===== config.mk =====
export PLATFORM = sky130hd
export DESIGN_NAME = alu_arbiter
export DESIGN_NICKNAME = d
export VERILOG_FILES = /design/src/rtl/alu_pkg.sv /design/src/rtl/rr_arbiter.sv /design/src/rtl/alu_arbiter.sv
export SDC_FILE = /design/constraint.sdc
export NUM_CORES = 1
export LEC_CHECK = 0
export BUFFER_PORTS_ARGS = -buffer_cell sky130_fd_sc_hd__buf_2
export CAP_MARGIN = 25
export CORE_AREA = 2 2 162 164
export CTS_CLUSTER_DIAMETER = 50
export DETAILED_ROUTE_END_ITERATION = 10
export DIE_AREA = 0 0 164 166
export GPL_ROUTABILITY_DRIVEN = 0
export PLACE_DENSITY = 0.61
export SLEW_MARGIN = 20
export SYNTH_ARGS = -nofsm -noshare
export SYNTH_HDL_FRONTEND = slang
export SYNTH_SLANG_ARGS = --single-unit

===== constraint.sdc =====
create_clock -name clock -period 11.3 [get_ports clock]
set_input_delay 2.26 -clock clock [delete_from_list [all_inputs] [get_ports clock]]
set_output_delay 2.26 -clock clock [all_outputs]
set_load 0.02 [all_outputs]

===== src/rtl/alu_pkg.sv =====
// Shared types for the ALU arbiter: opcode, arbiter FSM state, default datapath width.
package alu_pkg;

  localparam int ALU_WIDTH = 32;

  typedef logic [2:0] opcode_t;

  typedef enum logic [1:0] {
    ST_IDLE,
    ST_ISSUE,
    ST_BUSY,
    ST_RESPOND
  } arb_state_e;

endpackage


===== src/rtl/rr_arbiter.sv =====
// Combinational round-robin picker: first asserted request at or after ptr_i, wrapping at NREQ.
module rr_arbiter #(
  parameter int NREQ = 4,
  parameter int PTRW = $clog2(NREQ)
) (
  input  logic [NREQ-1:0] req_i,
  input  logic [PTRW-1:0] ptr_i,
  output logic [NREQ-1:0] grant_o
);

  logic [PTRW:0]   sum;
  logic [PTRW-1:0] idx;
  logic            found;

  always_comb begin
    grant_o = '0;
    found   = 1'b0;
    sum     = '0;
    idx     = '0;
    for (int k = 0; k < NREQ; k++) begin
      sum = {1'b0, ptr_i} + (PTRW+1)'(k);
      if (sum >= (PTRW+1)'(NREQ)) sum = sum - (PTRW+1)'(NREQ);
      idx = sum[PTRW-1:0];
      if (!found && req_i[idx]) begin
        grant_o[idx] = 1'b1;
        found        = 1'b1;
      end
    end
  end

endmodule


===== src/rtl/alu_arbiter.sv =====
// Shares one multi-cycle ALU/shifter among NREQ requesters, one operation in flight at a time.
// Optional alu_done watchdog enabled by defining ALU_ARB_TIMEOUT_EN.
module alu_arbiter
  import alu_pkg::*;
#(
  parameter int NREQ    = 4,
  parameter int WIDTH   = ALU_WIDTH,
  parameter int TIMEOUT = 64
) (
  input  logic                  clock,
  input  logic                  reset,
  input  logic [NREQ-1:0]       req_valid,
  output logic [NREQ-1:0]       req_ready,
  input  logic [3*NREQ-1:0]     req_opcode,
  input  logic [WIDTH*NREQ-1:0] req_opa,
  input  logic [WIDTH*NREQ-1:0] req_opb,
  output logic                  alu_start,
  output opcode_t               alu_opcode,
  output logic [WIDTH-1:0]      alu_opa,
  output logic [WIDTH-1:0]      alu_opb,
  input  logic                  alu_done,
  input  logic [WIDTH-1:0]      alu_result,
  output logic [NREQ-1:0]       rsp_valid,
  input  logic [NREQ-1:0]       rsp_ready,
  output logic [WIDTH-1:0]      rsp_result,
  output logic                  rsp_err
);

  localparam int PTRW = $clog2(NREQ);

  arb_state_e       state_q, state_d;
  logic [PTRW-1:0]  ptr_q, ptr_d;
  logic [PTRW-1:0]  owner_q, owner_d;
  logic [PTRW-1:0]  gnt_idx;
  logic [NREQ-1:0]  grant;
  opcode_t          op_q, op_d;
  logic [WIDTH-1:0] opa_q, opa_d;
  logic [WIDTH-1:0] opb_q, opb_d;
  logic [WIDTH-1:0] res_q, res_d;
`ifdef ALU_ARB_TIMEOUT_EN
  localparam int CNTW = $clog2(TIMEOUT + 1);
  logic [CNTW-1:0]  cnt_q, cnt_d;
  logic             err_q, err_d;
`endif

  rr_arbiter #(
    .NREQ (NREQ),
    .PTRW (PTRW)
  ) u_rr (
    .req_i   (req_valid),
    .ptr_i   (ptr_q),
    .grant_o (grant)
  );

  always_comb begin
    gnt_idx = '0;
    for (int i = 0; i < NREQ; i++) begin
      if (grant[i]) gnt_idx = PTRW'(i);
    end
  end

  always_comb begin
    state_d   = state_q;
    ptr_d     = ptr_q;
    owner_d   = owner_q;
    op_d      = op_q;
    opa_d     = opa_q;
    opb_d     = opb_q;
    res_d     = res_q;
    req_ready = '0;
`ifdef ALU_ARB_TIMEOUT_EN
    cnt_d     = cnt_q;
    err_d     = err_q;
`endif
    case (state_q)
      ST_IDLE: begin
        if (|req_valid) begin
          req_ready = grant;
          owner_d   = gnt_idx;
          op_d      = req_opcode[3*gnt_idx +: 3];
          opa_d     = req_opa[WIDTH*gnt_idx +: WIDTH];
          opb_d     = req_opb[WIDTH*gnt_idx +: WIDTH];
          state_d   = ST_ISSUE;
        end
      end
      ST_ISSUE: begin
        // alu_done seen here belongs to nobody: the unit has at least one cycle of latency
        state_d = ST_BUSY;
`ifdef ALU_ARB_TIMEOUT_EN
        cnt_d   = '0;
`endif
      end
      ST_BUSY: begin
        if (alu_done) begin
          res_d   = alu_result;
          state_d = ST_RESPOND;
`ifdef ALU_ARB_TIMEOUT_EN
          err_d   = 1'b0;
        end else if (cnt_q == CNTW'(TIMEOUT - 1)) begin
          res_d   = '0;
          err_d   = 1'b1;
          state_d = ST_RESPOND;
        end else begin
          cnt_d   = cnt_q + CNTW'(1);
`endif
        end
      end
      ST_RESPOND: begin
        if (rsp_ready[owner_q]) begin
          state_d = ST_IDLE;
          ptr_d   = (owner_q == PTRW'(NREQ - 1)) ? '0 : owner_q + PTRW'(1);
        end
      end
      default: state_d = ST_IDLE;
    endcase
  end

  always_ff @(posedge clock or negedge reset) begin
    if (!reset) begin
      state_q <= ST_IDLE;
      ptr_q   <= '0;
      owner_q <= '0;
      op_q    <= '0;
      opa_q   <= '0;
      opb_q   <= '0;
      res_q   <= '0;
`ifdef ALU_ARB_TIMEOUT_EN
      cnt_q   <= '0;
      err_q   <= 1'b0;
`endif
    end else begin
      state_q <= state_d;
      ptr_q   <= ptr_d;
      owner_q <= owner_d;
      op_q    <= op_d;
      opa_q   <= opa_d;
      opb_q   <= opb_d;
      res_q   <= res_d;
`ifdef ALU_ARB_TIMEOUT_EN
      cnt_q   <= cnt_d;
      err_q   <= err_d;
`endif
    end
  end

  always_comb begin
    rsp_valid = '0;
    if (state_q == ST_RESPOND) rsp_valid[owner_q] = 1'b1;
  end

  assign alu_start  = (state_q == ST_ISSUE);
  assign alu_opcode = op_q;
  assign alu_opa    = opa_q;
  assign alu_opb    = opb_q;
  assign rsp_result = res_q;

`ifdef ALU_ARB_TIMEOUT_EN
  assign rsp_err = (state_q == ST_RESPOND) & err_q;
`else
  // No watchdog: the error flag can never be raised.
  assign rsp_err = 1'b0 & (TIMEOUT > 0);
`endif

endmodule


Word-level counts from Yosys, hierarchy flattened
Cells that the tools add are included.
{"block": "totals", "regBits": 105, "inputBits": 311, "out_inout_bits": 109, "elab_cells": 102}
{"block": "classes", "n_addsub": 8, "mul": 1, "n_lt_le_gt_ge": 14, "n_eq_ne": 7, "n_shift": 3, "n_mux": 42, "bitwise": 3, "n_reduce_logical": 17}
{"op": "128-bit by 8-bit variable part select with 32-bit output", "n": 2}
{"op": "4-bit 2-to-1 mux", "n": 7}
{"op": "2-bit 2-to-1 mux", "n": 10}
{"op": "2-bit by 3-bit less-than comparator with 1-bit output, second input constant", "n": 5}
{"op": "1-bit 2-to-1 mux", "n": 14}
{"op": "4-bit OR", "n": 3}
{"op": "12-bit by 5-bit variable part select with 3-bit output", "n": 1}
{"op": "1-bit binary-select mux with 2-bit select", "n": 5}
{"op": "1-bit demux with 2-bit select", "n": 5}
{"op": "2-bit by 1-bit greater-or-equal comparator with 1-bit output, second input constant", "n": 5}
{"op": "3-bit greater-or-equal comparator, second input constant", "n": 3}
{"op": "1-bit logical AND", "n": 8}
{"op": "2-bit one-hot mux with 4 select lines", "n": 1}
{"op": "2-bit by 1-bit subtractor with 2-bit output, second input constant", "n": 4}
{"op": "2-bit by 2-bit adder with 3-bit output, second input constant", "n": 2}
{"op": "2-bit equality test, second input constant", "n": 3}
{"op": "2-bit != test, second input constant", "n": 3}
{"op": "2-bit AND reduction", "n": 3}
{"op": "2-bit by 2-bit multiplier with 4-bit output, first input constant", "n": 1}
{"op": "4-bit OR reduction", "n": 1}
{"op": "2-bit by 1-bit adder with 3-bit output, second input constant", "n": 1}
{"op": "2-bit by 3-bit greater-or-equal comparator with 1-bit output, second input constant", "n": 1}
{"op": "1-bit logical NOT", "n": 3}
{"op": "3-bit AND reduction", "n": 1}
{"op": "other kinds (3)", "n": 3}

Logic depth before layout (Yosys ltp)
{"block": "logic_depth", "ltp_word": 19, "mapped_depth": 12, "depth_no_buf": 8}

Modules after synthesis
From an unflattened synthesis, not the netlist that was laid out.
{"block": "unflattened", "hier_cells": 551, "hier_area_um2": 6040.8}
{"mod": "alu_arbiter", "n_inst": 1, "cells_per_inst": 521, "area_each_um2": 5738.0, "seq_area_each_um2": 2627.5}
{"mod": "rr_arbiter", "n_inst": 1, "cells_per_inst": 30, "area_each_um2": 302.8, "seq_area_each_um2": 0.0}

Worst setup path before layout
No wires, ideal clock.
{"block": "synth_path", "kind": "input port to output port", "start": "in req_valid[1]", "end": "out req_ready[3]", "arrival_time_ns": 4.196, "required_ns": 9.040, "path_slack_ns": 4.844, "path_stages": 7, "path_buffers": 2, "cell_sequence": "mux4_2 > a221o_1 > and3_4 > nor3_4 > buf_2 > clkbuf_1 > nor2_1"}
{"block": "synth_via", "elab_chain_cells": 14, "word_cells_on_any_way": 27, "cone_classes": "17 x mux; 3 x bitwise; 7 x reduce/logical"}
{"item": "start: declaration", "line": "alu_arbiter.sv:12", "rtl": "input logic [NREQ-1:0] req_valid,"}
{"item": "1-bit binary-select mux with 2-bit select", "line": "rr_arbiter.sv:24", "rtl": "if (!found && req_i[idx]) begin"}
{"item": "1-bit 2-to-1 mux (implied by the code)", "line": "rr_arbiter.sv:24"}
{"item": "1-bit 2-to-1 mux", "line": "rr_arbiter.sv:24"}
{"item": "1-bit logical NOT", "line": "rr_arbiter.sv:24"}
{"item": "1-bit logical AND", "line": "rr_arbiter.sv:24"}
{"item": "1-bit 2-to-1 mux", "line": "rr_arbiter.sv:24"}
{"item": "1-bit logical NOT", "line": "rr_arbiter.sv:24"}
{"item": "1-bit logical AND", "line": "rr_arbiter.sv:24"}
{"item": "1-bit 2-to-1 mux", "line": "rr_arbiter.sv:24"}
{"item": "1-bit logical NOT", "line": "rr_arbiter.sv:24"}
{"item": "1-bit logical AND", "line": "rr_arbiter.sv:24"}
{"item": "4-bit 2-to-1 mux", "line": "rr_arbiter.sv:24"}
{"item": "4-bit 2-to-1 mux (*)", "line": "alu_arbiter.sv:77", "rtl": "if (|req_valid) begin"}
{"item": "4-bit 2-to-1 mux (*)", "line": "alu_arbiter.sv:75", "rtl": "case (state_q)"}
{"item": "end: declaration", "line": "alu_arbiter.sv:13", "rtl": "output logic [NREQ-1:0] req_ready,"}
Every way passes the cells marked *; elsewhere a longest branch is shown, timed or not. The select of a mux whose other input is x is not followed.

Worst setup path after layout
{"block": "layout_path", "start": "in req_valid[2]", "end": "out req_ready[3]"}
The elaborated chain is that of the path after synthesis.

==> results_dict.tcl <==
set metrics [dict create \
    grt_max_degree 81 \
    worst_pin_slew_ns 1.007 \
    cts_resized 0 \
    synth_top_cell_area_share 0.3446 \
    place_hpwl_mm 20.17 \
    syn_area_um2 7625 \
    rows 59 \
    overflow 0 \
    core_area_um2 25620 \
    port_buffers 418 \
    die_x_um 164 \
    ctsHtreeMaxLevel 3 \
    firstDrtPassIters 5 \
    peakVddDrop_mv 0.3133 \
    die_h_um 166 \
    yosysWarnings 0 \
    cp_common_cell "buf_2" \
    worstSkewPairLatency_ns 0.36 \
    cts_buffers 9 \
    grt_use_total 0.2036 \
    wire_per_inst_um 18.69 \
    clock.fmax_mhz 147.0 \
    yosysTopAreaCell "dfrtp_1" \
    finClkSkew_ns 0.01676 \
    synth.distinct_cells 39 \
    rsz0062_at_grt "false" \
    drc 0 \
    grt_pass1_vias 8054 \
    path_class "in2out" \
    initial_core_util 0.2977 \
    vias 8325 \
    synthToLayoutAreaGrowth_pct 34.58 \
    end_kind "output pin" \
    cts_setup_buffers 0 \
    path_cells "buf_2 > mux4_2 > nor2_4 > buf_4 > and3_4 > nor3_4 > nor2_1 > buf_2" \
    leakage_nw 4.706 \
    synth_seq_cells 105 \
    powerDensity_nw_per_um2 309.9 \
    critPathMaxFanout 69 \
    fin_crit_sh 0.6019 \
    synth_top_family_by_area "compound AO/OA/AOI/OAI gates" \
    cp.arrival_ns 4.54 \
    path_clk_slew_ns 0.09 \
    yosysSeqAreaShare 0.3446 \
    hold_class "reg2reg" \
    start_kind "input port" \
    syn-num-nets 1171 \
    netlist_top_cells_area "dfrtp_1, a31oi_1, mux2i_1" \
    crit_slowest_cell "mux4_2" \
    status "finished clean" \
    grt_first_pass_wirelength_mm 44.22 \
    setup_tns_ns 0 \
    dieArea_um2 27220 \
    synth_compound_area_frac 0.2491 \
    utilization 0.4006 \
    final.min_clock_period_ns 6.802 \
    synth-simple-area-share 0.1695 \
    path_buf_inv 3 \
    antenna_found_initial 6 \
    synth-edff-count 0 \
    ant_nets 0 \
    nNetsFinal 1527 \
    max_stage_delay_ns 0.62 \
    cts_sinks 105 \
    muxShareOfSynthArea 0.1618 \
    slew_viol_final 0 \
    synth.top_cells.by_count "a31oi_1, dfrtp_1, nor2_1, nor2b_1" \
    yosys.cell_count.top_type "a31oi_1" \
    setup_violations 0 \
    routed_wl_mm 28.91 \
    via_per_inst 5.381 \
    layout-drive-gt1-share 0.4300 \
    synth_cells 846 \
    maxCapViolCount 0 \
    path_delay_family "buffers and inverters" \
    cts_tree "yes" \
    synth-async-reset-ratio 1.000 \
    slew_headroom 0.3289 \
    avgSynthCellArea_um2 9.013 \
    synthAdderAreaFrac 0.02297 \
    synth-main-ff-cell "dfrtp_1" \
    root_buffer "clkbuf_16" \
    crit_required_ns 9.04 \
    pin_count 420 \
    synth_xor_area_frac 0 \
    cts_buffer_depth 2 \
    drtIter0Drc 730 \
    ctsHoldBuffers 0 \
    hold_violations 0 \
]
flip-flops by register name (all words and copies together), names as in the netlist:
register	count
alu_opb	32
alu_opcode	3
alu_opa	32
owner_q	2
rsp_result	32
state_q	2
ptr_q	2
power by group:
group	leakage [nW]	switching (mW)	total, mW	internal [mW]
sequential	1.15	0.112	0.671	0.559
clock	0.150	0.177	0.338	0.161
combinational	3.41	1.42	2.17	0.749
worst reg2reg max path, cell delays in order, from the launching register on:
cell and delay, ns:
dfrtp_1 0.72, inv_1 0.26, ha_1 0.47, mux4_2 0.64, nor2_4 0.11, buf_4 0.61
a21oi_4 0.11, buf_4 0.37, nand2b_4 0.73, mux2_2 0.53
routing by layer:
layer | track usage | wire (um)
met1 | 0.2584 | 11950
met2 | 0.3498 | 14420
met5 | 0 | 13
met3 | 0.03971 | 1992
met4 | 0.05759 | 534
cells by family after synthesis:
group | count (synthesis)
DFF | 105
muxes | 110
AOI/OAI and AO/OA | 285
adders and majority gates | 14
buffers and inverters | 96
and+or+nand+nor | 235
other | 1
worst paths after layout:
path	start	to	slack, ns	cells past startpoint
worst max register to register	ptr_q[0]	owner_q[1]	6.64	9
max in group asynchronous	reset	alu_opb[6]	8.10	2
worst min-delay path	rsp_result[9]	rsp_result[9]	0.51	1
worst max-delay path	req_valid[2]	req_ready[3]	4.50	8
worst min register to register	rsp_result[9]	rsp_result[9]	0.51	1
min in group asynchronous	reset	rsp_result[1]	1.95	1
layout make-up:
type | count | area, um^2
timing repair buffer | 431 | 2192
antenna | 5 | 12.51
fill | 2627 | 15350
sequential | 105 | 2628
clock buffer | 9 | 225.2
tap | 335 | 419.2
inverter | 10 | 37.54
multi-input combinational | 645 | 4657
clock inverter | 7 | 90.09
cell usage in the layout (no fill, tap or decap), drive strengths merged, types with 3 or more instances in the layout:
cell	instances
buf	431
a31oi	134
dfrtp	105
nor2	71
nor2b	71
o21ai	69
o31ai	68
nand4	67
mux2i	67
mux2	36
ha	14
inv	13
clkbuf	9
mux4	7
nand2	7
and2	7
nand2b	6
diode	5
a21oi	5
clkinv	3
through the flow:
step / power [mW] / area (um^2) / instances / hold WS (ns) / worst slack, ns
after detailed placement: 2.855 / 9933 / 1526 / 0.4873 / 4.476
after global placement: 2.822 / 9933 / 1526 / 0.4814 / 4.504
after floorplan: 2.248 / 7625 / 846 / 0.5279 / 4.844
after global routing: 3.430 / 10260 / 1547 / 0.5226 / 4.363
after CTS: 3.205 / 10250 / 1542 / 0.5084 / 4.469
final: 3.180 / 10260 / 1547 / 0.5070 / 4.498
(Power assumes the default switching activity.)
